<file path="src/rtl/rgb_pwm.sv">
// ---------------------------------------------------------------------------
// rgb_pwm
//
// Three-channel PWM generator for the RGB LED pins of the colour-cycling
// design. Duty triples arrive from the hue generator over a valid/ready
// handshake. Each accepted triple waits in a one-entry pending buffer.
// It is applied only at a PWM period boundary, so a colour change never
// tears a period.
//
// Period length is 2^PWM_BITS * PRESCALE clocks.
//
// Parameters:
//   PWM_BITS     duty and counter width (default 8)
//   PRESCALE     clocks per PWM count, must be >= 1 (default 48)
//
// Ports:
//   clk          system clock
//   rst          synchronous, active-high reset
//   duty_valid   a duty triple is offered
//   duty_ready   pending buffer empty; an offered triple is accepted
//   duty_r/g/b   on-time in counts, 0 .. 2^PWM_BITS-1
//   period_start one-clock pulse in the first cycle of each new period
//   pwm_r/g/b    registered PWM outputs
//
// Build option:
//   RGB_PWM_ACTIVE_LOW_EN  when defined, pwm_r/g/b are inverted at the
//                          output register. Their reset/inactive level
//                          becomes 1, for sink-driven LED pins.
// ---------------------------------------------------------------------------
module rgb_pwm #(
    parameter int PWM_BITS = 8,
    parameter int PRESCALE = 48
) (
    input  logic                clk,
    input  logic                rst,
    input  logic                duty_valid,
    output logic                duty_ready,
    input  logic [PWM_BITS-1:0] duty_r,
    input  logic [PWM_BITS-1:0] duty_g,
    input  logic [PWM_BITS-1:0] duty_b,
    output logic                period_start,
    output logic                pwm_r,
    output logic                pwm_g,
    output logic                pwm_b
);

    // A prescaler of 1 still needs a one-bit register that simply stays at 0.
    localparam int PRE_W = (PRESCALE > 1) ? $clog2(PRESCALE) : 1;
    localparam logic [PRE_W-1:0] PRE_MAX = PRE_W'(PRESCALE - 1);

`ifdef RGB_PWM_ACTIVE_LOW_EN
    localparam logic OUT_INV = 1'b1;
`else
    localparam logic OUT_INV = 1'b0;
`endif

    logic [PRE_W-1:0]    pre;
    logic [PWM_BITS-1:0] cnt;
    logic                tick;
    logic                boundary;
    logic                transfer;
    logic                rst_q;

    logic                pend_full;
    logic [PWM_BITS-1:0] pend_r;
    logic [PWM_BITS-1:0] pend_g;
    logic [PWM_BITS-1:0] pend_b;
    logic [PWM_BITS-1:0] act_r;
    logic [PWM_BITS-1:0] act_g;
    logic [PWM_BITS-1:0] act_b;

    assign tick     = (pre == PRE_MAX);
    assign boundary = tick && (cnt == '1);

    // rst_q holds ready low for the first clock after reset is released.
    // This way a triple offered during reset is never taken on the release edge.
    assign duty_ready = !pend_full && !rst_q;
    assign transfer   = duty_valid && duty_ready;

    // Registered copy of reset, used only to delay duty_ready after release.
    always_ff @(posedge clk) begin
        rst_q <= rst;
    end

    // Prescaler: one tick every PRESCALE clocks.
    always_ff @(posedge clk) begin
        if (rst) begin
            pre <= '0;
        end else if (tick) begin
            pre <= '0;
        end else begin
            pre <= pre + PRE_W'(1);
        end
    end

    // PWM count advances once per tick and wraps naturally at all-ones.
    always_ff @(posedge clk) begin
        if (rst) begin
            cnt <= '0;
        end else if (tick) begin
            cnt <= cnt + PWM_BITS'(1);
        end
    end

    // Pending buffer and active duties. A transfer can only occur while the
    // buffer is empty, so it never collides with the boundary copy. A triple
    // accepted on a boundary cycle therefore waits for the following boundary.
    always_ff @(posedge clk) begin
        if (rst) begin
            pend_full <= 1'b0;
            pend_r    <= '0;
            pend_g    <= '0;
            pend_b    <= '0;
            act_r     <= '0;
            act_g     <= '0;
            act_b     <= '0;
        end else begin
            if (transfer) begin
                pend_r    <= duty_r;
                pend_g    <= duty_g;
                pend_b    <= duty_b;
                pend_full <= 1'b1;
            end else if (boundary && pend_full) begin
                act_r     <= pend_r;
                act_g     <= pend_g;
                act_b     <= pend_b;
                pend_full <= 1'b0;
            end
        end
    end

    // Output stage: the compare result is registered. The first cycle of a
    // period still shows the last count of the previous period with the old duty.
    always_ff @(posedge clk) begin
        if (rst) begin
            pwm_r        <= OUT_INV;
            pwm_g        <= OUT_INV;
            pwm_b        <= OUT_INV;
            period_start <= 1'b0;
        end else begin
            pwm_r        <= (cnt < act_r) ^ OUT_INV;
            pwm_g        <= (cnt < act_g) ^ OUT_INV;
            pwm_b        <= (cnt < act_b) ^ OUT_INV;
            period_start <= boundary;
        end
    end

endmodule

</file>
<file path="config.mk">
export PLATFORM = sky130hd
export DESIGN_NAME = rgb_pwm
export DESIGN_NICKNAME = d
export VERILOG_FILES = /design/src/rtl/rgb_pwm.sv
export SDC_FILE = /design/constraint.sdc
export NUM_CORES = 1
export LEC_CHECK = 0
export BUFFER_PORTS_ARGS = -buffer_cell sky130_fd_sc_hd__buf_2
export CAP_MARGIN = 10
export CORE_MARGIN = 2
export CORE_UTILIZATION = 40
export DETAILED_ROUTE_END_ITERATION = 7
export GPL_TIMING_DRIVEN = 0
export HOLD_SLACK_MARGIN = 0.08
export PLACE_DENSITY_LB_ADDON = 0.1
export SLEW_MARGIN = 25
export SYNTH_ARGS = -nofsm -noshare
export SYNTH_HDL_FRONTEND = slang
export SYNTH_SLANG_ARGS = --single-unit
export TNS_END_PERCENT = 100
</file>
<file path="constraint.sdc">
create_clock -name clk -period 1.9 [get_ports clk]
set_clock_uncertainty 0.2 [all_clocks]
set_input_delay 0.285 -clock clk [delete_from_list [all_inputs] [get_ports clk]]
set_output_delay 0.285 -clock clk [all_outputs]
set_load 0.1 [all_outputs]
</file>
# Word level (Yosys, flattened, before mapping)
# Index checks and enable logic that the tools add are counted.
# Widths: inputs -> output; s select.
totals:
  regBits: 68
  inputBits: 27
  out_inout_bits: 5
classes:
  add_sub_neg: 2
  order_cmp: 3
  eq_ne: 2
  n_mux: 2
  bitwise_logic: 1
  reduce_logical: 9
op_table:
  columns: ["operator", "n"]
  rows:
  - ["$lt 8x8->1", 3]
  - ["$add 8x1->8 const B", 1]
  - ["$eq 8x8->1 const B", 1]
  - ["$add 6x1->6 const B", 1]
  - ["$eq 6x6->1 const B", 1]
  - ["$logic_and 1x1->1", 4]
  - ["$logic_not 1->1", 2]
  - ["$mux 1", 2]
  - ["$reduce_and 2->1", 1]
  - ["$reduce_bool 2->1", 1]
  - ["$reduce_or 2->1", 1]
  - ["$not 1->1", 1]

# Depth between registers and ports, before layout
# Gate-level depths: netlist of the first run.
depth:
  depth_word: 5
  ltp_mapped: 5
  mapped_depth_nobuf: 5

# Least setup slack after synthesis of the first run
# OpenSTA, ideal clock, no wires.
synth_path:
  path_type: "register to output"
  start: "reg pend_full"
  end: "out duty_ready"
  t_arrival_ns: 1.581
  t_required_ns: 1.415
  path_slack_ns: -0.166
  stages_incl_launch_ff: 2
  cell_sequence: "dfxtp_1 nor2_1"
synth_between:
  elab_chain_len: 2
synth_lines:
  columns: ["element", "line_no", "rtl"]
  rows:
  - ["start, declared", "64", "logic pend_full;"]
  - ["start signal, assigned", "110", "pend_full <= 1'b0;"]
  - ["start signal, assigned", "122", "pend_full <= 1'b1;"]
  - ["start signal, assigned", "127", "pend_full <= 1'b0;"]
  - ["$logic_not 1->1", "77", "assign duty_ready = !pend_full && !rst_q;"]
  - ["$logic_and 1x1->1", "77", null]
  - ["end, declared", "37", "output logic duty_ready,"]
# Every way passes these cells.

# Final worst setup path of the first run
layout_path:
  start: "reg pre[1]"
  end: "reg act_g[6]"
layout_between:
  elab_chain_len: 4
layout_lines:
  columns: ["element", "line_no", "rtl"]
  rows:
  - ["start, declared", "57", "logic [PRE_W-1:0] pre;"]
  - ["start signal, assigned", "92", "pre <= pre + PRE_W'(1);"]
  - ["$eq 6x6->1", "72", "assign tick = (pre == PRE_MAX);"]
  - ["$logic_and 1x1->1", "73", "assign boundary = tick && (cnt == '1);"]
  - ["$logic_and 1x1->1", "123", "end else if (boundary && pend_full) begin"]
  - ["$reduce_and 2->1 (no source line)", null, null]
  - ["end signal, assigned", "125", "act_g <= pend_g;"]
  - ["end, declared", "69", "logic [PWM_BITS-1:0] act_g;"]
# Every way passes these cells.
# A chain may end at the register's enable or synchronous reset.

==> results of run 1 <==
## cell families (layout without fill, tap and decap cells)
kind of cell | count (synthesis) | in the layout | synth area share
fa+ha+maj | 23 | 23 | 0.0883
flops | 68 | 68 | 0.417
compound gates | 31 | 31 | 0.0576
mux | 50 | 50 | 0.154
xor+xnor | 3 | 3 | 0.00806
buf+inv | 43 | 121 | 0.0553
simple gates | 122 | 122 | 0.219
## metrics by stage
| stage | instance area [µm²] | setup WS (ns) | hold WS (ns) | cells | utilization |
|---|---|---|---|---|---|
| after floorplan | 3260 | 0.0571 | 0.113 | 340 | - |
| after global placement | 3550 | -0.289 | 0.225 | 473 | 0.454 |
| after detailed placement | 3550 | -0.321 | 0.228 | 473 | 0.454 |
| after CTS | 4000 | 0.0215 | 0.253 | 516 | 0.513 |
| after global routing | 4060 | -0.0178 | 0.271 | 520 | 0.519 |
| final | 4060 | 0.0770 | 0.226 | 520 | 0.519 |
## worst paths after layout
kind,startpoint,end,slack [ns],cells past startpoint
max,pre[1]$_SDFF_PP0_,act_g[6]$_SDFFE_PP0P_,0.08,6
min reg2reg,pre[0]$_SDFF_PP0_,pre[0]$_SDFF_PP0_,0.23,1
max reg2reg,pre[1]$_SDFF_PP0_,act_g[6]$_SDFFE_PP0P_,0.08,6
min,pre[0]$_SDFF_PP0_,pre[0]$_SDFF_PP0_,0.23,1
## area by class of cell
cell class,count,area (µm²),share of cell area
multi-input cells,229,1740,0.429
flip-flops and latches,68,1380,0.339
clock buffers,12,145,0.0358
well taps,102,128,0.0315
clock inverters,4,25.0,0.00617
plain buffers,16,90.1,0.0222
inverters,27,101,0.0250
repair buffers,62,450,0.111
## critical path, stage by stage (launching register included)
cell and delay (ns):
dfxtp_1 0.35, ha_2 0.22, nand3_4 0.14, nor4_4 0.29, buf_4 0.18, buf_6 0.17, mux2i_1 0.19
## timing repair
action,CTS,global route
setup endpoints to repair,28,47
resized for setup,7,12
hold buffers,25,0
hold endpoints to repair,25,0
pin swaps,1,0
setup buffers,2,4
## state kept, by name, indices dropped and copies added, names as in the netlist, 6 cells and up
| signal | count |
|---|---|
| cnt | 8 |
| act_g | 8 |
| pend_r | 8 |
| pre | 6 |
| act_r | 8 |
| act_b | 8 |
| pend_g | 8 |
| pend_b | 8 |
## power breakdown
part,internal [W],switching [W],total [W]
Sequential,0.00146,0.0000215,0.00148
Combinational,0.000121,0.000102,0.000223
Clock,0.000506,0.000551,0.00106
Total,0.00208,0.000675,0.00276
## routing by layer
layer  GRT usage  wire, µm  vias to the layer above  share of wire
met5           0         0                        -              0
met4      0.0616        81                        0          0.012
met3      0.0482       168                        6          0.024
met2       0.253      3070                       26           0.45
met1       0.244      3570                     1135           0.52
li1            -         -                     1302              -
## placed cells by master (no fill, tap or decap), types with 3 or more instances in the layout
cell,n
a211o_1,3
a21oi_1,10
buf_2,32
buf_4,7
clkbuf_1,10
clkbuf_8,10
dfxtp_1,61
dfxtp_2,5
dlygate4sd3_1,25
ha_1,21
inv_1,27
mux2i_1,48
nand2_1,3
nand2b_1,50
nor2_1,32
nor3_1,6
nor3b_1,4
nor4_1,8
o211ai_1,3
o21ai_0,9
o31ai_1,4
==> flow_metrics.tcl, run 1 <==
set metrics [dict create \
    peakVddDrop_v 0.000339 \
    cts_tree "yes" \
    clkSinkCount 68 \
    synth_commonest_cells "68 x dfxtp_1, 50 x nand2b_1, 48 x mux2i_1" \
    syn_area_um2 3260 \
    final.setup.tns_ns 0 \
    netlist-cell-type-count 35 \
    fmax_ghz 0.549 \
    yosysTopAreaCell "dfxtp_1" \
    wl_mm 6.89 \
    finalHoldViolCount 0 \
    start_util 0.418 \
    finalCritPeriodShare 0.959 \
    syn_avg_cell_area_um2 9.59 \
    cp.arrival_ns 1.89 \
    hp-class "flip-flop to flip-flop" \
    synthTopCellsByArea "dfxtp_1 42%, mux2i_1 15%, nand2b_1 9.6%" \
    drtIter0Drc 64 \
    grt_max_degree 12 \
    tightest_slew_ns 0.503 \
    dp_hpwl_mm 4.76 \
    yosys_warnings 0 \
    die_area_um2 8890 \
    fin_crit_ns 1.82 \
    cap_violations 0 \
    place.gp.congestion 0.795 \
    via_per_inst 4.75 \
    worst_setup_path_start_kind "flip-flop" \
    critPathCaptureType "flip-flop" \
    max_slew_margin 0.664 \
    grt_pass1_vias 2401 \
    cts_max_level 3 \
    drc_errors 0 \
    synth.top_cell.area_share 0.417 \
    clk_pin_slew_worst_paths_ns 0.07 \
    clockBufferDepth 2 \
    io_buffers 31 \
    ys_ff_latch 68 \
    pin_count 32 \
    drtPass1Iterations 4 \
    drive_gt1_frac 0.184 \
    die_w_um 94.3 \
    syn-num-nets 390 \
    clockRootBuffer "clkbuf_8" \
    power_density_nw_per_um2 680 \
    synth-async-reset-ratio 0 \
    yosys_most_used_dff "dfxtp_1" \
    p_leak_nw 1.53 \
    cp.required_ns 1.97 \
    antenna_left 0 \
    setup_viol 0 \
    ys_seq_area_frac 0.417 \
    antennaDiodeCount 0 \
    finalNetCount 463 \
    synth-edff-count 0 \
    grt-ovfl-total 0 \
    fill_cells 776 \
    critPathMaxFanout 10 \
    coreArea_um2 7810 \
    die_y_um 94.3 \
    wl_per_cell_um 13.2 \
    grt_pass1_wl_mm 11.7 \
    syn-instance-count 340 \
    numCtsBuffers 9 \
    num_rows 32 \
    grt_usage 0.173 \
    yosysMostFrequentCell "dfxtp_1" \
    synthToLayoutAreaGrowth_pct 24.4 \
    power_w 0.00276 \
    path_class "flip-flop to flip-flop" \
    clock_latency_ns 0.34 \
    status "finished, final reports clean" \
    slew_violations 0 \
    antenna_found_initial 0 \
    vias 2469 \
]
Note: power is estimated with default switching activity, not from simulation.
==> inputs of run 2 (changes only) <==
--- a/config.mk
+++ b/config.mk
@@ -7,6 +7,8 @@
 export LEC_CHECK = 0
 export BUFFER_PORTS_ARGS = -buffer_cell sky130_fd_sc_hd__buf_2
 export CAP_MARGIN = 10
+export CELL_PAD_IN_SITES_DETAIL_PLACEMENT = 1
+export CELL_PAD_IN_SITES_GLOBAL_PLACEMENT = 1
 export CORE_MARGIN = 2
 export CORE_UTILIZATION = 40
 export DETAILED_ROUTE_END_ITERATION = 7
==> flow_metrics.tcl, run 2 (same netlist as run 1, synthesis figures left out) <==
set metrics [dict create \
    fin_ws_ns 0.0756 \
    grt_pass1_wl_mm 13.2 \
    via_per_inst 5.00 \
    finalCritPeriodShare 0.960 \
    path_class "flip-flop to flip-flop" \
    cap_violations 0 \
    slowest_delay_ns 0.67 \
    cts_tree "yes" \
    cp.arrival_ns 1.90 \
    synthToLayoutAreaGrowth_pct 26.4 \
    critPathCaptureType "flip-flop" \
    worst_setup_path_start_kind "flip-flop" \
    antennaDiodeCount 0 \
    finalNetCount 465 \
    pin_count 32 \
    clock_latency_ns 0.35 \
    drtPass1Iterations 4 \
    p_leak_nw 1.56 \
    peakVddDrop_v 0.000362 \
    place.gp.congestion 0.789 \
    worst-path-buf-inv 0 \
    mostFrequentLayoutCells "62 x dfxtp_1, 50 x nand2b_1, 47 x mux2i_1" \
    io_buffers 31 \
    critPathMaxFanout 9 \
    fmax_ghz 0.548 \
    grt_max_degree 11 \
    hp-class "flip-flop to flip-flop" \
    drtIter0Drc 42 \
    slowest_stage "or4_2" \
    clk_pin_slew_worst_paths_ns 0.07 \
    clockBufferDepth 2 \
    dp_hpwl_mm 5.43 \
    start_util 0.418 \
    clkSinkCount 68 \
    final_util 0.528 \
    vias 2606 \
    antenna_left 0 \
    max_slew_margin 0.675 \
    wl_mm 7.97 \
    drc_errors 0 \
    setup_viol 0 \
    fin_crit_ns 1.82 \
    drive_gt1_frac 0.191 \
    power_density_nw_per_um2 677 \
    coreArea_um2 7810 \
    numCtsBuffers 9 \
    grt-ovfl-total 0 \
    tightest_slew_ns 0.488 \
    cp_top_family "simple AND/OR/NAND/NOR gates" \
    clockRootBuffer "clkbuf_8" \
    die_y_um 94.3 \
    wl_per_cell_um 15.3 \
    whs_ns 0.279 \
    crit_path_cell_trace "ha_4, nand3_4, or4_2, a21oi_1" \
    grt_pass1_vias 2708 \
    num_rows 32 \
    die_area_um2 8890 \
    status "finished, final reports clean" \
    r2r_setup_slack_ns 0.08 \
    slew_violations 0 \
    antenna_found_initial 0 \
    layout_commonest_cell "dfxtp_1" \
    fill_cells 904 \
    finalInstanceArea_um2 4120 \
    finalHoldViolCount 0 \
    die_w_um 94.3 \
    cp.required_ns 1.98 \
    preCtsSetupSlack_ns -0.337 \
    grt_usage 0.196 \
    cts_max_level 3 \
    place_area_um2 3550 \
]
## run 2: worst register-to-register path, cell delays in order, from the launching register on
cell     delay [ns]
dfxtp_1        0.41
ha_4           0.19
nand3_4        0.14
or4_2          0.67
a21oi_1        0.15
## run 2: layout make-up
type                       count  area (µm²)  area share
multi-input combinational    229        1780       0.432
clock buffer                  13         159      0.0386
sequential                    68        1370       0.333
tap                          102         128      0.0310
timing repair buffer          64         469       0.114
inverter                      27         101      0.0246
buffer                        16         100      0.0243
clock inverter                 2        10.0     0.00243
## run 2: stage by stage
| step | std cells | TNS [ns] | power, W |
|---|---|---|---|
| global placement | 473 | -10.96 | 0.00169 |
| detailed placement | 473 | -14.46 | 0.00170 |
| floorplan | 340 | 0 | 0.00164 |
| CTS | 517 | 0 | 0.00282 |
| finish | 521 | 0 | 0.00279 |
| global route | 521 | -0.00471 | 0.00291 |
## run 2: path summary, 6_finish.rpt
check / from / end / cells past startpoint
setup reg to reg: pre[0]$_SDFF_PP0_ / cnt[6]$_SDFFE_PP0P_ / 4
setup / recovery: pre[0]$_SDFF_PP0_ / cnt[6]$_SDFFE_PP0P_ / 4
hold reg to reg: act_g[5]$_SDFFE_PP0P_ / act_g[5]$_SDFFE_PP0P_ / 2
hold / removal: act_g[5]$_SDFFE_PP0P_ / act_g[5]$_SDFFE_PP0P_ / 2
## run 2: power breakdown
part	leakage, nW	switching, W	internal (W)
logic	0.920	0.000109	0.000124
clock network	0.0893	0.000541	0.000535
registers	0.555	0.0000237	0.00146
## run 2: repair_timing
| action | 4_1_cts | 5_1_grt |
|---|---|---|
| resized for setup | 14 | 14 |
| setup endpoints to repair | 35 | 52 |
| setup buffers | 4 | 4 |
| hold buffers | 25 | 0 |
| pin swaps | 1 | 0 |
| endpoints found under the hold margin | 25 | 0 |
## run 2: layer usage
layer	track usage	wire (µm)
met5	0	0
met4	0.0580	93
met3	0.0433	171
met2	0.338	4010
met1	0.244	3700
